==> src/rtl/fetch_sequencer.sv <==
// Instruction fetch sequencer: one read in flight, 1-entry skid buffer, redirect restart.
// Optional jump predecode is enabled by defining FETCH_JUMP_PREDECODE_EN.
module fetch_sequencer #(
   parameter int unsigned RESET_PC  = 0,
   parameter int unsigned NUM_WORDS = 32
) (
   input  logic        i_clk,
   input  logic        i_reset,
   output logic [31:0] o_mem_address,
   input  logic [31:0] i_mem_read_data,
   input  logic        i_stall,
   input  logic        i_redirect,
   input  logic [31:0] i_redirect_target,
   output logic [31:0] o_instr,
   output logic [31:0] o_instr_pc,
   output logic        o_instr_valid
);

   typedef enum logic [1:0] {
      ST_BOOT  = 2'd0,
      ST_RUN   = 2'd1,
      ST_HELD  = 2'd2,
      ST_REDIR = 2'd3
   } state_t;

   localparam logic [31:0] LP_LAST_PC  = 32'(NUM_WORDS - 1);
   localparam logic [31:0] LP_DEPTH    = 32'(NUM_WORDS);
   localparam logic [31:0] LP_RESET_PC = 32'(RESET_PC);

   state_t      r_state;
   state_t      w_state_nxt;
   logic [31:0] r_fetch_pc;
   logic        r_req_valid;
   logic [31:0] r_req_pc;
   logic        r_skid_valid;
   logic [31:0] r_skid_instr;
   logic [31:0] r_skid_pc;
   logic        r_instr_valid;
   logic [31:0] r_instr;
   logic [31:0] r_instr_pc;

   logic        w_xfer;
   logic        w_out_free;
   logic        w_issue;
   logic        w_skid_load;
   logic        w_skid_drain;
   logic [31:0] w_pc_inc;
   logic        w_jump;
   logic [31:0] w_jump_target;

   // Handshake and issue qualifiers derived from the current state
   always_comb begin
      w_xfer       = r_instr_valid && !i_stall;
      w_out_free   = !r_instr_valid || w_xfer;
      w_issue      = ((r_state == ST_RUN) || (r_state == ST_REDIR)) && !r_skid_valid && w_out_free;
      w_skid_load  = r_req_valid && !w_out_free;
      w_skid_drain = r_skid_valid && w_xfer && !r_req_valid;
      if (r_fetch_pc == LP_LAST_PC) begin
         w_pc_inc = 32'd0;
      end else begin
         w_pc_inc = r_fetch_pc + 32'd1;
      end
   end

`ifdef FETCH_JUMP_PREDECODE_EN
   // A returning J-type word steers the fetch stream without waiting for Redirect
   assign w_jump        = r_req_valid && (i_mem_read_data[31:26] == 6'b000010);
   assign w_jump_target = {6'd0, i_mem_read_data[25:0]} % LP_DEPTH;
`else
   assign w_jump        = 1'b0;
   assign w_jump_target = 32'd0;
`endif

   // Next-state selection; Redirect overrides every state
   always_comb begin
      w_state_nxt = r_state;
      if (i_redirect) begin
         w_state_nxt = ST_REDIR;
      end else begin
         case (r_state)
            ST_BOOT:  w_state_nxt = ST_RUN;
            ST_RUN: begin
               if (w_skid_load) begin
                  w_state_nxt = ST_HELD;
               end else begin
                  w_state_nxt = ST_RUN;
               end
            end
            ST_HELD: begin
               if (w_skid_drain) begin
                  w_state_nxt = ST_RUN;
               end else begin
                  w_state_nxt = ST_HELD;
               end
            end
            ST_REDIR: w_state_nxt = ST_RUN;
            default:  w_state_nxt = ST_BOOT;
         endcase
      end
   end

   // State register
   always_ff @(posedge i_clk) begin
      if (i_reset) begin
         r_state <= ST_BOOT;
      end else begin
         r_state <= w_state_nxt;
      end
   end

   // Fetch address and in-flight request tracking
   always_ff @(posedge i_clk) begin
      if (i_reset) begin
         r_fetch_pc  <= LP_RESET_PC;
         r_req_valid <= 1'b0;
         r_req_pc    <= 32'd0;
      end else if (i_redirect) begin
         r_fetch_pc  <= i_redirect_target % LP_DEPTH;
         r_req_valid <= 1'b0;
      end else if (w_jump) begin
         r_fetch_pc  <= w_jump_target;
         r_req_valid <= 1'b0;
      end else if (w_issue) begin
         r_req_valid <= 1'b1;
         r_req_pc    <= r_fetch_pc;
         r_fetch_pc  <= w_pc_inc;
      end else begin
         r_req_valid <= 1'b0;
      end
   end

   // Output register and skid buffer; returning data never overtakes the skid entry
   always_ff @(posedge i_clk) begin
      if (i_reset) begin
         r_instr_valid <= 1'b0;
         r_instr       <= 32'd0;
         r_instr_pc    <= 32'd0;
         r_skid_valid  <= 1'b0;
         r_skid_instr  <= 32'd0;
         r_skid_pc     <= 32'd0;
      end else if (i_redirect) begin
         r_instr_valid <= 1'b0;
         r_skid_valid  <= 1'b0;
      end else if (r_skid_valid && w_xfer) begin
         r_instr       <= r_skid_instr;
         r_instr_pc    <= r_skid_pc;
         r_instr_valid <= 1'b1;
         if (r_req_valid) begin
            r_skid_instr <= i_mem_read_data;
            r_skid_pc    <= r_req_pc;
         end else begin
            r_skid_valid <= 1'b0;
         end
      end else if (r_req_valid && w_out_free) begin
         r_instr       <= i_mem_read_data;
         r_instr_pc    <= r_req_pc;
         r_instr_valid <= 1'b1;
      end else if (r_req_valid) begin
         r_skid_instr  <= i_mem_read_data;
         r_skid_pc     <= r_req_pc;
         r_skid_valid  <= 1'b1;
      end else if (w_xfer) begin
         r_instr_valid <= 1'b0;
      end else begin
         r_instr_valid <= r_instr_valid;
      end
   end

   assign o_mem_address = r_fetch_pc;
   assign o_instr       = r_instr;
   assign o_instr_pc    = r_instr_pc;
   assign o_instr_valid = r_instr_valid;

endmodule

==> config.mk <==
export PLATFORM = sky130hd
export DESIGN_NAME = fetch_sequencer
export DESIGN_NICKNAME = d
export VERILOG_FILES = /design/src/rtl/fetch_sequencer.sv
export SDC_FILE = /design/constraint.sdc
export NUM_CORES = 1
export LEC_CHECK = 0
export ABC_AREA = 1
export BUFFER_PORTS_ARGS = -buffer_cell sky130_fd_sc_hd__buf_2
export CAP_MARGIN = 20
export CORE_ASPECT_RATIO = 0.7
export CORE_MARGIN = 1.5
export CORE_UTILIZATION = 45
export DETAILED_ROUTE_END_ITERATION = 16
export GPL_TIMING_DRIVEN = 0
export HOLD_SLACK_MARGIN = 0.15
export PLACE_DENSITY = 0.72
export REMOVE_ABC_BUFFERS = 1
export SLEW_MARGIN = 20
export SYNTH_ARGS = -nofsm -noshare
export SYNTH_HDL_FRONTEND = slang
export SYNTH_SLANG_ARGS = --single-unit
==> constraint.sdc <==
create_clock -name i_clk -period 2.05 [get_ports i_clk]
set_input_delay 0.205 -clock i_clk [delete_from_list [all_inputs] [get_ports i_clk]]
set_output_delay 0.205 -clock i_clk [all_outputs]
set_load 0.005 [all_outputs]
Yosys cells after proc, flatten, opt, wreduce, memory -nomap -nowiden
Index checks and enable logic that the tools add are counted.
{"block": "word_totals", "output_inout_bits": 97, "elab_cells": 72, "regBits": 197}
{"block": "classes", "n_reduce_logical": 26, "muxes": 26, "n_eq_ne": 7, "add_sub_neg": 1, "n_bitwise": 1}
{"op": "two-way mux 32 bit", "count": 11}
{"op": "adder 32 x 1 -> 32 bit, second input constant", "count": 1}
{"op": "equality test 32 x 5 -> 1 bit, second input constant", "count": 1}
{"op": "two-way mux 5 bit", "count": 2}
{"op": "two-way mux 1 bit", "count": 9}
{"op": "AND reduction 2 bit", "count": 4}
{"op": "logical AND 1 bit", "count": 7}
{"op": "two-way mux 2 bit", "count": 3}
{"op": "one-hot mux 2 bit (3 select lines)", "count": 1}
{"op": "nonzero test 2 bit", "count": 3}
{"op": "logical NOT 1 bit", "count": 5}
{"op": "equality test 2 bit, second input constant", "count": 2}
{"op": "!= test 2 bit, second input constant", "count": 2}
{"op": "OR reduction 2 bit", "count": 2}
{"op": "!= test 3 x 1 -> 1 bit, second input constant", "count": 1}
{"op": "AND reduction 3 bit", "count": 1}
{"op": "nonzero test 3 bit", "count": 1}
{"op": "equality test 2 x 1 -> 1 bit, second input constant", "count": 1}
{"op": "logical NOT 2 bit", "count": 1}
{"op": "logical OR 1 bit", "count": 2}
{"op": "NOT 1 bit", "count": 1}

Logic depth before layout (Yosys ltp)
Gate-level depths: netlist of the first run.
{"block": "depth", "depth_word": 8, "mapped_depth": 12, "ltp_nobuf": 12}

Worst setup path before layout of the first run
Ideal clock, no wire load.
{"block": "synth_timing", "path_kind": "register to register", "start": "register r_fetch_pc[1], in the netlist o_mem_address[1]", "end": "register r_fetch_pc[17], in the netlist o_mem_address[17]", "synth_period_minus_slack_ns": 1.515, "path_slack_ns": 0.535, "required_ns": 1.935, "stages_incl_launch_ff": 10, "n_path_buf": 1, "setup_ns": 0.115, "arrival_time_ns": 1.400, "cell_sequence": "dfxtp_1 -> ha_1 -> nand2_2 -> nor2_2 -> nand3_1 -> nor2_1 -> nand3_1 -> buf_2 -> nand3_1 -> nor2_1"}
{"block": "synth_via", "elab_chain_len": 2, "elab_cells_between_ends": 3, "cone_classes": "add/sub (1); eq/ne (1); mux (1)"}
{"item": "start, declared", "line_no": "32", "text": "logic [31:0] r_fetch_pc;"}
{"item": "start signal, assigned", "line_no": "118", "text": "r_fetch_pc <= i_redirect_target % LP_DEPTH;"}
{"item": "start signal, assigned", "line_no": "121", "text": "r_fetch_pc <= w_jump_target;"}
{"item": "start signal, assigned", "line_no": "126", "text": "r_fetch_pc <= w_pc_inc;"}
{"item": "adder 32 x 1 -> 32 bit or equality test 32 x 5 -> 1 bit (tied branches)", "line_no": "61, 58"}
{"item": "two-way mux 32 bit (*)", "line_no": "58", "text": "if (r_fetch_pc == LP_LAST_PC) begin"}
Mark *: on every way between the ends. The rest lies on a longest branch, timed or not.
A chain may end at the register's enable or synchronous reset.

Worst setup path in the final report of the first run
{"block": "layout_timing", "start": "register r_instr_valid, in the netlist o_instr_valid", "end": "register r_instr[21], in the netlist o_instr[21]"}
{"block": "layout_via", "elab_chain_len": 5, "elab_cells_between_ends": 8, "cone_classes": "mux (1); reduce/logical (7)"}
{"item": "start, declared", "line_no": "38", "text": "logic r_instr_valid;"}
{"item": "start signal, assigned", "line_no": "165", "text": "r_instr_valid <= r_instr_valid;"}
{"item": "logical NOT 1 bit or logical AND 1 bit (tied branches)", "line_no": "54, 53"}
{"item": "logical OR 1 bit", "line_no": "54", "text": "w_out_free = !r_instr_valid || w_xfer;"}
{"item": "logical AND 1 bit", "line_no": "154", "text": "end else if (r_req_valid && w_out_free) begin"}
{"item": "nonzero test 2 bit (no source line)"}
{"item": "AND reduction 2 bit (no source line)"}
{"item": "end signal, assigned", "line_no": "145", "text": "r_instr <= r_skid_instr;"}
{"item": "end signal, assigned", "line_no": "155", "text": "r_instr <= i_mem_read_data;"}
{"item": "end, declared", "line_no": "39", "text": "logic [31:0] r_instr;"}
Several ways; a longest one is shown, not always the timed one.

==> metrics.cfg, run 1 <==
[synthesis]
ys_ff_latch=197
seq_area_frac_synth_pct=47.40
ys_types=27
synthesis.area_sq_um=8320
yosysWarningCount=0
syn_area_per_cell_sq_um=7.476
netlist_instances=1113

[detailed_routing]
wl_per_cell_um=16.44
num_vias=8222
drtIter0Drc=846
drtPass1Iterations=5
routed_via_density=5.500
wl_um=24590
ant_nets=0
drc=0

[global_route]
grt_usage_pct=24.98
antenna_found_initial=0
first_global_vias=7269
grt_max_degree=100
grt_pass1_wl_um=37490
grt-ovfl-total=0

[worst_hold_path]
hold_depth=3
hold_class=primary input to flip-flop
hold_path_end=o_mem_address[2]$_SDFFE_PP0P_
min_from=i_redirect

[finish]
drive_gt1_share_pct=17.47
layout_common_cells=dfxtp_1, nand2_1, nor2_1
fin_nets=1318
instances_no_fill=1495
area_growth_pct=24.96
layout_commonest_cell=dfxtp_1
antenna_cells=0

[setup_path]
path_buf_inv=4
start_kind=flip-flop
cp-end-kind=flip-flop
critPathArrivalTime_ns=2.30
r2r_end=o_instr[21]$_SDFFE_PP0P_
crit_slowest_cell=dfxtp_4
cpPeakStageDelay_ns=0.37
worstPathCellList=buf_16 -> nand2_2 -> nand2_2 -> a21oi_4 -> buf_16 -> buf_16 -> buf_16 -> o21ai_1 -> a31oi_1
worst-path-max-fanout=29
path_delay_family=buffers and inverters
critPathRequiredTime_ns=2.41
crit_top_cell=buf_16
reg2reg_setup_slack_ns=0.11
worst-r2r-cell-count=9
reg2reg_from=o_instr_valid$_SDFFE_PP0P_
path_class=flip-flop to flip-flop

[placement]
pre_cts_ws_ns=-1.202
numPortBuffers=137
dp_cells=1412
detailed_place_hpwl_um=13940
gp_congestion=0.8706

[sta]
worst_clock_skew_ns=0.01095
fin_ws_ns=0.1058
relSlewSlack_pct=46.45
min_period_ns=1.944
worst_slew_pin_slew_ns=0.8033
fin_crit_sh_pct=94.84
report.final.slew_viol_count=0
max_freq_ghz=0.5144
finalSetupViolCount=0
rsz0062_at_grt=no
hold_viol_final=0

[clock_tree]
clock-sinks=197
cts_max_level=4
clockBufferDepth=2
clk_latency_ns=0.43
clk_pin_slew_ns=0.07
cts_tree=yes
cts_root_buf=clkbuf_16
cts_made_buffers=17

[floorplan]
start_util_pct=46.08
die_h_um=116.8
coreArea_sq_um=18060
io_pins=165
num_rows=41
dieArea_sq_um=19330
dieWidth_um=165.5

[run_status]
status=completed

[power]
p_leak_nw=4.151
peakVddDrop_uv=430.1
p_per_area_nw_per_um2=780.2

[job]
drv_cap=0

[routing by layer]
metal | vias to the layer above | routed length [um] | track usage (%)
li1 | 4077 | - | -
met1 | 3849 | 12050 | 35.23
met2 | 277 | 10630 | 38.81
met3 | 19 | 1703 | 5.504
met4 | 0 | 202 | 6.250
met5 | - | 0 | 0
[cell type report]
cell class                      instances  area (sq um)
Clock inverter                         12         145.1
Timing Repair inverter                  1         16.27
Tap cell                              236         295.3
Multi-Input combinational cell        754          3786
Fill cell                            1645          7660
Inverter                               81         337.8
Timing Repair Buffer                  194          1399
Sequential cell                       197          3951
Clock buffer                           20         466.7
[sequential cells by signal, indices dropped and copies added (netlist names)]
register       cells
r_skid_pc         32
o_instr_valid      1
r_skid_valid       1
r_req_pc          32
r_skid_instr      32
o_instr           32
o_mem_address     32
o_instr_pc        32
r_state            2
r_req_valid        1
[cell usage after synthesis (all sizes together)]
| cell type | number | area (sq um) |
|---|---|---|
| dfxtp | 197 | 3944 |
| xor2 | 9 | 78.83 |
| nand3 | 36 | 190.2 |
| a31oi | 68 | 425.4 |
| nand4 | 73 | 456.7 |
| nand2 | 161 | 611.8 |
| and2 | 1 | 6.260 |
| nor3 | 3 | 15.01 |
| ha | 4 | 50.05 |
| o21bai | 1 | 7.510 |
| clkbuf | 43 | 161.4 |
| a211oi | 2 | 15.01 |
| nor2 | 151 | 604.3 |
| o211ai | 1 | 7.510 |
| buf | 41 | 234.0 |
| a21oi | 77 | 385.4 |
| inv | 81 | 304.0 |
| o21ai | 162 | 810.8 |
| or2 | 2 | 12.51 |
[worst reg2reg max path: stages, from the launching register on]
cell and delay, ns:
dfxtp_4 0.37, buf_16 0.18, nand2_2 0.15, nand2_2 0.11
a21oi_4 0.25, buf_16 0.21, buf_16 0.19, buf_16 0.18
o21ai_1 0.07, a31oi_1 0.16
[through the flow]
step / setup TNS (ns) / util (%) / instance area [sq um] / total power, W / hold slack [ns]
2_1_floorplan: -537.67 / - / 7925 / 0.004403 / 0.2741
3_3_place_gp: -1121.62 / 49.32 / 8906 / 0.004609 / 0.4603
3_5_place_dp: -111.57 / 50.92 / 9195 / 0.004634 / 0.4608
4_1_cts: 0 / 56.98 / 10290 / 0.008135 / 0.1657
5_1_grt: 0 / 57.58 / 10400 / 0.008412 / 0.1674
6_report: 0 / 57.58 / 10400 / 0.008112 / 0.1732
[power by group]
part / switching, W / total [W] / internal, W
Clock: 0.00156 / 0.00348 / 0.00192
Combinational: 0.000366 / 0.000633 / 0.000266
Sequential: 0.0000694 / 0.00400 / 0.00393
[kinds of logic after synthesis]
family | synth area share, %
DFF | 47.40
adders and majority gates | 0.6015
xor gates and xnor gates | 0.9474
buffers and inverters | 8.406
AOI/OAI and AO/OA | 19.85
and+or+nand+nor | 22.80
[how the worst max path moves through the flow]
stage / depth (start not counted) / endpoint / slack, ns / startpoint
floorplan: 4 / o_instr[31]$_SDFFE_PP0P_ / -6.55 / o_instr_valid$_SDFFE_PP0P_
global placement: 4 / o_instr_pc[31]$_SDFFE_PP0P_ / -12.14 / o_instr_valid$_SDFFE_PP0P_
detailed placement: 9 / o_instr[21]$_SDFFE_PP0P_ / -1.20 / i_stall
CTS: 9 / o_mem_address[21]$_SDFFE_PP0P_ / 0.02 / o_instr_valid$_SDFFE_PP0P_
global route: 9 / o_instr[9]$_SDFFE_PP0P_ / 0.01 / o_instr_valid$_SDFFE_PP0P_
finish: 9 / o_instr[21]$_SDFFE_PP0P_ / 0.11 / o_instr_valid$_SDFFE_PP0P_
[repair_timing]
action | CTS | global route
hold buffers | 38 | 0
endpoints found under the setup margin | 152 | 82
hold endpoints to repair | 72 | 0
gates cloned | 4 | 1
resized for setup | 7 | 8
buffers inserted | 4 | 5
pin swaps | 1 | 0
Power figures use the tool's default switching activity.
==> inputs of run 2 (changes only) <==
--- a/config.mk
+++ b/config.mk
@@ -14,6 +14,7 @@
 export DETAILED_ROUTE_END_ITERATION = 16
 export GPL_TIMING_DRIVEN = 0
 export HOLD_SLACK_MARGIN = 0.15
+export MAX_ROUTING_LAYER = met4
 export PLACE_DENSITY = 0.72
 export REMOVE_ABC_BUFFERS = 1
 export SLEW_MARGIN = 20
==> metrics.cfg, run 2 (synthesis results as in run 1) <==
[detailed_routing]
routed_via_density=5.483
drc=0
wl_um=24530
ant_nets=0
num_vias=8197
drtIter0Drc=807
drtPass1Iterations=7
wl_per_cell_um=16.41

[floorplan]
start_util_pct=46.08
io_pins=165
coreArea_sq_um=18060
num_rows=41
die_h_um=116.8
dieWidth_um=165.5
dieArea_sq_um=19330

[sta]
final.setup.tns_ns=0
rsz0062_at_grt=no
max_freq_ghz=0.5125
report.final.slew_viol_count=0
worst_slew_pin_slew_ns=0.8038
hold_viol_final=0
relSlewSlack_pct=46.41
finalSetupViolCount=0
worst_hold_slack_ns=0.1697
min_period_ns=1.951
fin_crit_sh_pct=95.18
worst_clock_skew_ns=0.01019

[setup_path]
worstPathCellList=buf_16 -> nand2_2 -> nand2_2 -> a21oi_4 -> buf_16 -> buf_16 -> buf_16 -> o21ai_1 -> a31oi_1
critPathArrivalTime_ns=2.31
critPathRequiredTime_ns=2.41
crit_slowest_cell=dfxtp_4
worst-path-max-fanout=29
start_kind=flip-flop
crit_top_cell=buf_16
cpPeakStageDelay_ns=0.37
path_class=flip-flop to flip-flop
cp-end-kind=flip-flop

[global_route]
grt_pass1_wl_um=37480
antenna_found_initial=0
grt-ovfl-total=0
grt_max_degree=100
first_global_vias=7253
grt_usage_pct=25.77

[clock_tree]
clockBufferDepth=2
cts_made_buffers=17
cts_max_level=4
clk_pin_slew_ns=0.07
clk_latency_ns=0.43
clock-sinks=197
cts_tree=yes
cts_root_buf=clkbuf_16

[finish]
area_growth_pct=24.96
drive_gt1_share_pct=17.47
layout_common_cells=dfxtp_1, nand2_1, nor2_1
fin_nets=1318
antenna_cells=0
layout_commonest_cell=dfxtp_1

[placement]
detailed_place_hpwl_um=13940
numPortBuffers=137
gp_congestion=0.8848

[power]
peakVddDrop_uv=431.2
p_leak_nw=4.151
p_total_w=0.008114
p_per_area_nw_per_um2=780.3

[job]
drv_cap=0

[run_status]
status=completed

[worst_hold_path]
hold_class=primary input to flip-flop

-- run 2: area by class of cell --
type	count	area, sq um
clock buffers	20	466.7
flip-flops and latches	197	3951
inverters	81	337.8
well taps	236	295.3
multi-input cells	754	3786
clock inverters	12	145.1
fillers	1645	7660
repair buffers	194	1399
repair inverters	1	16.27
-- run 2: critical path, delay by kind of cell, from the launching register on --
| kind | cells | cell delay [ns] |
|---|---|---|
| AOI/OAI and AO/OA | 3 | 0.48 |
| and+or+nand+nor | 2 | 0.26 |
| DFF | 1 | 0.37 |
| buffers and inverters | 4 | 0.75 |
-- run 2: timing repair --
action	CTS	global route
setup buffers	4	5
pin swaps	1	0
endpoints found under the setup margin	152	82
hold buffers	38	0
cloned	4	1
gates resized for setup	7	8
hold endpoints to repair	72	0
-- run 2: metrics by stage --
stage                     area (sq um)  worst slack, ns  util, %  cells
final                            10400          0.09890    57.58   1495
after global routing             10400          0.01455    57.58   1495
after CTS                        10290          0.02023    56.98   1489
after detailed placement          9195           -1.202    50.92   1412
after global placement            8906           -12.14    49.32   1402
after floorplan                   7925           -6.551        -   1029
-- run 2: power breakdown --
group / total (W) / internal (W) / switching [W] / leakage, nW
registers: 0.00400 / 0.00393 / 0.0000692 / 1.60
clock network: 0.00348 / 0.00192 / 0.00156 / 0.286
logic: 0.000632 / 0.000266 / 0.000366 / 2.27
total: 0.00811 / 0.00612 / 0.00199 / 4.15
-- run 2: routing by layer --
metal	routed length [um]	GRT usage, %	vias to the layer above
li1	-	-	4073
met1	11970	35.38	3827
met2	10540	38.78	275
met3	1784	5.291	22
met4	229	6.250	0
met5	0	-	-
-- run 2: final timing paths --
| kind | to | startpoint | cells after the start | slack, ns |
|---|---|---|---|---|
| worst min-delay path | o_mem_address[2]$_SDFFE_PP0P_ | i_redirect | 3 | 0.17 |
| worst max-delay path | o_instr[21]$_SDFFE_PP0P_ | o_instr_valid$_SDFFE_PP0P_ | 9 | 0.1 |
| worst min register to register | r_req_pc[18]$_SDFFE_PP0P_ | r_req_pc[18]$_SDFFE_PP0P_ | 2 | 0.47 |
| worst max register to register | o_instr[21]$_SDFFE_PP0P_ | o_instr_valid$_SDFFE_PP0P_ | 9 | 0.1 |
==> inputs of run 3 (changes only) <==
--- a/config.mk
+++ b/config.mk
@@ -6,7 +6,7 @@
 export NUM_CORES = 1
 export LEC_CHECK = 0
 export ABC_AREA = 1
-export BUFFER_PORTS_ARGS = -buffer_cell sky130_fd_sc_hd__buf_2
+export BUFFER_PORTS_ARGS = -buffer_cell sky130_fd_sc_hd__buf_4
 export CAP_MARGIN = 20
 export CORE_ASPECT_RATIO = 0.7
 export CORE_MARGIN = 1.5
==> metrics.cfg, run 3 (synthesis results as in run 1) <==
[setup_path]
worstPathCellList=buf_16 -> nand2_2 -> nand2_1 -> a21oi_4 -> clkbuf_16 -> buf_16 -> buf_16 -> o21ai_1 -> a31oi_1
r2r_end=o_instr[26]$_SDFFE_PP0P_
reg2reg_from=o_instr_valid$_SDFFE_PP0P_
start_kind=flip-flop
worst-r2r-cell-count=9
critPathRequiredTime_ns=2.40
worst-path-max-fanout=25
reg2reg_setup_slack_ns=0.08
cp-endpoint=o_instr[26]$_SDFFE_PP0P_
crit_start=o_instr_valid$_SDFFE_PP0P_
critPathArrivalTime_ns=2.32
path_class=flip-flop to flip-flop
crit_top_cell=buf_16
crit_slowest_cell=dfxtp_4
cp-end-kind=flip-flop
cpPeakStageDelay_ns=0.37

[sta]
final.setup.tns_ns=0
max_freq_ghz=0.5081
min_period_ns=1.968
worst_clock_skew_ns=0.01273
worst_hold_slack_ns=0.2129
fin_crit_sh_pct=96.00
relSlewSlack_pct=53.74
hold_viol_final=0
rsz0062_at_grt=yes
finalSetupViolCount=0
worst_slew_pin_slew_ns=0.6932
report.final.slew_viol_count=0

[placement]
gp_congestion=0.8878
numPortBuffers=137
detailed_place_hpwl_um=13930
dp_cells=1411

[finish]
drive_gt1_share_pct=17.39
instances_no_fill=1501
fin_nets=1324
layout_commonest_cell=dfxtp_1
area_growth_pct=30.18
layout_common_cells=dfxtp_1, nand2_1, buf_4
antenna_cells=0

[power]
switching_share_pct=23.95
combPwrFrac_pct=8.4
p_total_w=0.008162
pwr-share-clk_pct=42.5
p_int_w=0.006208
p_seq_share_pct=49.1
peakVddDrop_uv=489.5
switchingPower_w=0.001955
p_leak_nw=4.247
p_per_area_nw_per_um2=753.6

[floorplan]
coreArea_sq_um=18060
num_rows=41
start_util_pct=46.08
io_pins=165
die_h_um=116.8
dieArea_sq_um=19330
dieWidth_um=165.5

[worst_hold_path]
hold_class=primary input to flip-flop

[detailed_routing]
drtIter0Drc=897
drc=0
routed_via_density=5.551
num_vias=8332
wl_um=25170
ant_nets=0
drtPass1Iterations=5
wl_per_cell_um=16.77

[job]
drv_cap=0

[clock_tree]
cts_tree=yes
cts_root_buf=clkbuf_16
cts_max_level=4
clk_latency_ns=0.43
clock-sinks=197
clk_pin_slew_ns=0.07
clockBufferDepth=2
cts_made_buffers=17

[global_route]
grt_pass1_wl_um=38700
first_global_vias=7508
antenna_found_initial=0
grt_max_degree=82
grt-ovfl-total=0
grt_usage_pct=26.56

[run_status]
status=completed

run 3: changes by cell type in the layout (fill, tap and decap cells not counted), moves of 2 or more:
cell	change
buf_2	-137
dlygate4sd3_1	+2
nand2_1	+2
clkbuf_1	+2
clkinv_2	+4
clkinvlp_4	-4
clkbuf_16	+3
inv_6	+4
bufbuf_16	+2
buf_4	+139
inv_8	-3
nand2_2	-2
clkbuf_8	-2
run 3: how the worst min path moves through the flow:
| stage | depth (start not counted) | startpoint | end | slack [ns] |
|---|---|---|---|---|
| floorplan | 1 | i_reset | r_state[0]$_SDFF_PP0_ | 0.27 |
| global placement | 3 | i_mem_read_data[28] | r_skid_instr[28]$_SDFFE_PP0P_ | 0.45 |
| detailed placement | 2 | r_req_pc[27]$_SDFFE_PP0P_ | r_skid_pc[27]$_SDFFE_PP0P_ | 0.46 |
| CTS | 5 | i_redirect | o_mem_address[1]$_SDFFE_PP0P_ | 0.18 |
| global route | 3 | i_redirect | o_instr_pc[3]$_SDFFE_PP0P_ | 0.22 |
| finish | 5 | i_redirect | o_mem_address[1]$_SDFFE_PP0P_ | 0.21 |
run 3: area by class of cell:
type | instances | area, sq um
Sequential cell | 197 | 3951
Timing Repair Buffer | 201 | 1882
Clock buffer | 20 | 446.7
Tap cell | 236 | 295.3
Inverter | 81 | 326.6
Fill cell | 1608 | 7226
Clock inverter | 12 | 148.9
Multi-Input combinational cell | 754 | 3781
run 3: repair_timing:
| action | 4_1_cts | 5_1_grt |
|---|---|---|
| hold endpoints to repair | 72 | 0 |
| setup endpoints to repair | 141 | 84 |
| gates cloned | 6 | 2 |
| resized for setup | 4 | 8 |
| pin swaps | 2 | 1 |
| hold buffers | 40 | 0 |
| buffers inserted | 7 | 3 |
run 3: stage by stage:
step	utilization (%)	setup slack (ns)	cell area, sq um
6_report	59.98	0.08196	10830
5_1_grt	59.98	-0.01975	10830
4_1_cts	59.34	0.006007	10720
3_5_place_dp	52.74	-1.421	9523
3_3_place_gp	51.22	-12.22	9249
2_1_floorplan	-	-6.551	7925
run 3: power groups by stage:
stage	combinational (W)	clock [W]	sequential [W]
final	0.000688	0.00347	0.00401
after global routing	0.000763	0.00365	0.00402
after CTS	0.000672	0.00351	0.00400
after detailed placement	0.000586	0	0.00409
after global placement	0.000563	0	0.00410
after floorplan	0.000315	0	0.00409
run 3: worst max-delay path: cells and delay by family, from the launching register on:
| family | cells | cell delay (ns) |
|---|---|---|
| buffers and inverters | 4 | 0.67 |
| and+or+nand+nor | 2 | 0.30 |
| AOI/OAI and AO/OA | 3 | 0.53 |
| DFF | 1 | 0.37 |
run 3: layer usage:
metal | track usage [%] | vias to the layer above | part of all wire, %
met1 | 36.47 | 3898 | 48
li1 | - | 4095 | -
met3 | 5.753 | 23 | 7.9
met2 | 39.14 | 316 | 43
met5 | - | - | 0
met4 | 7.679 | 0 | 1.2
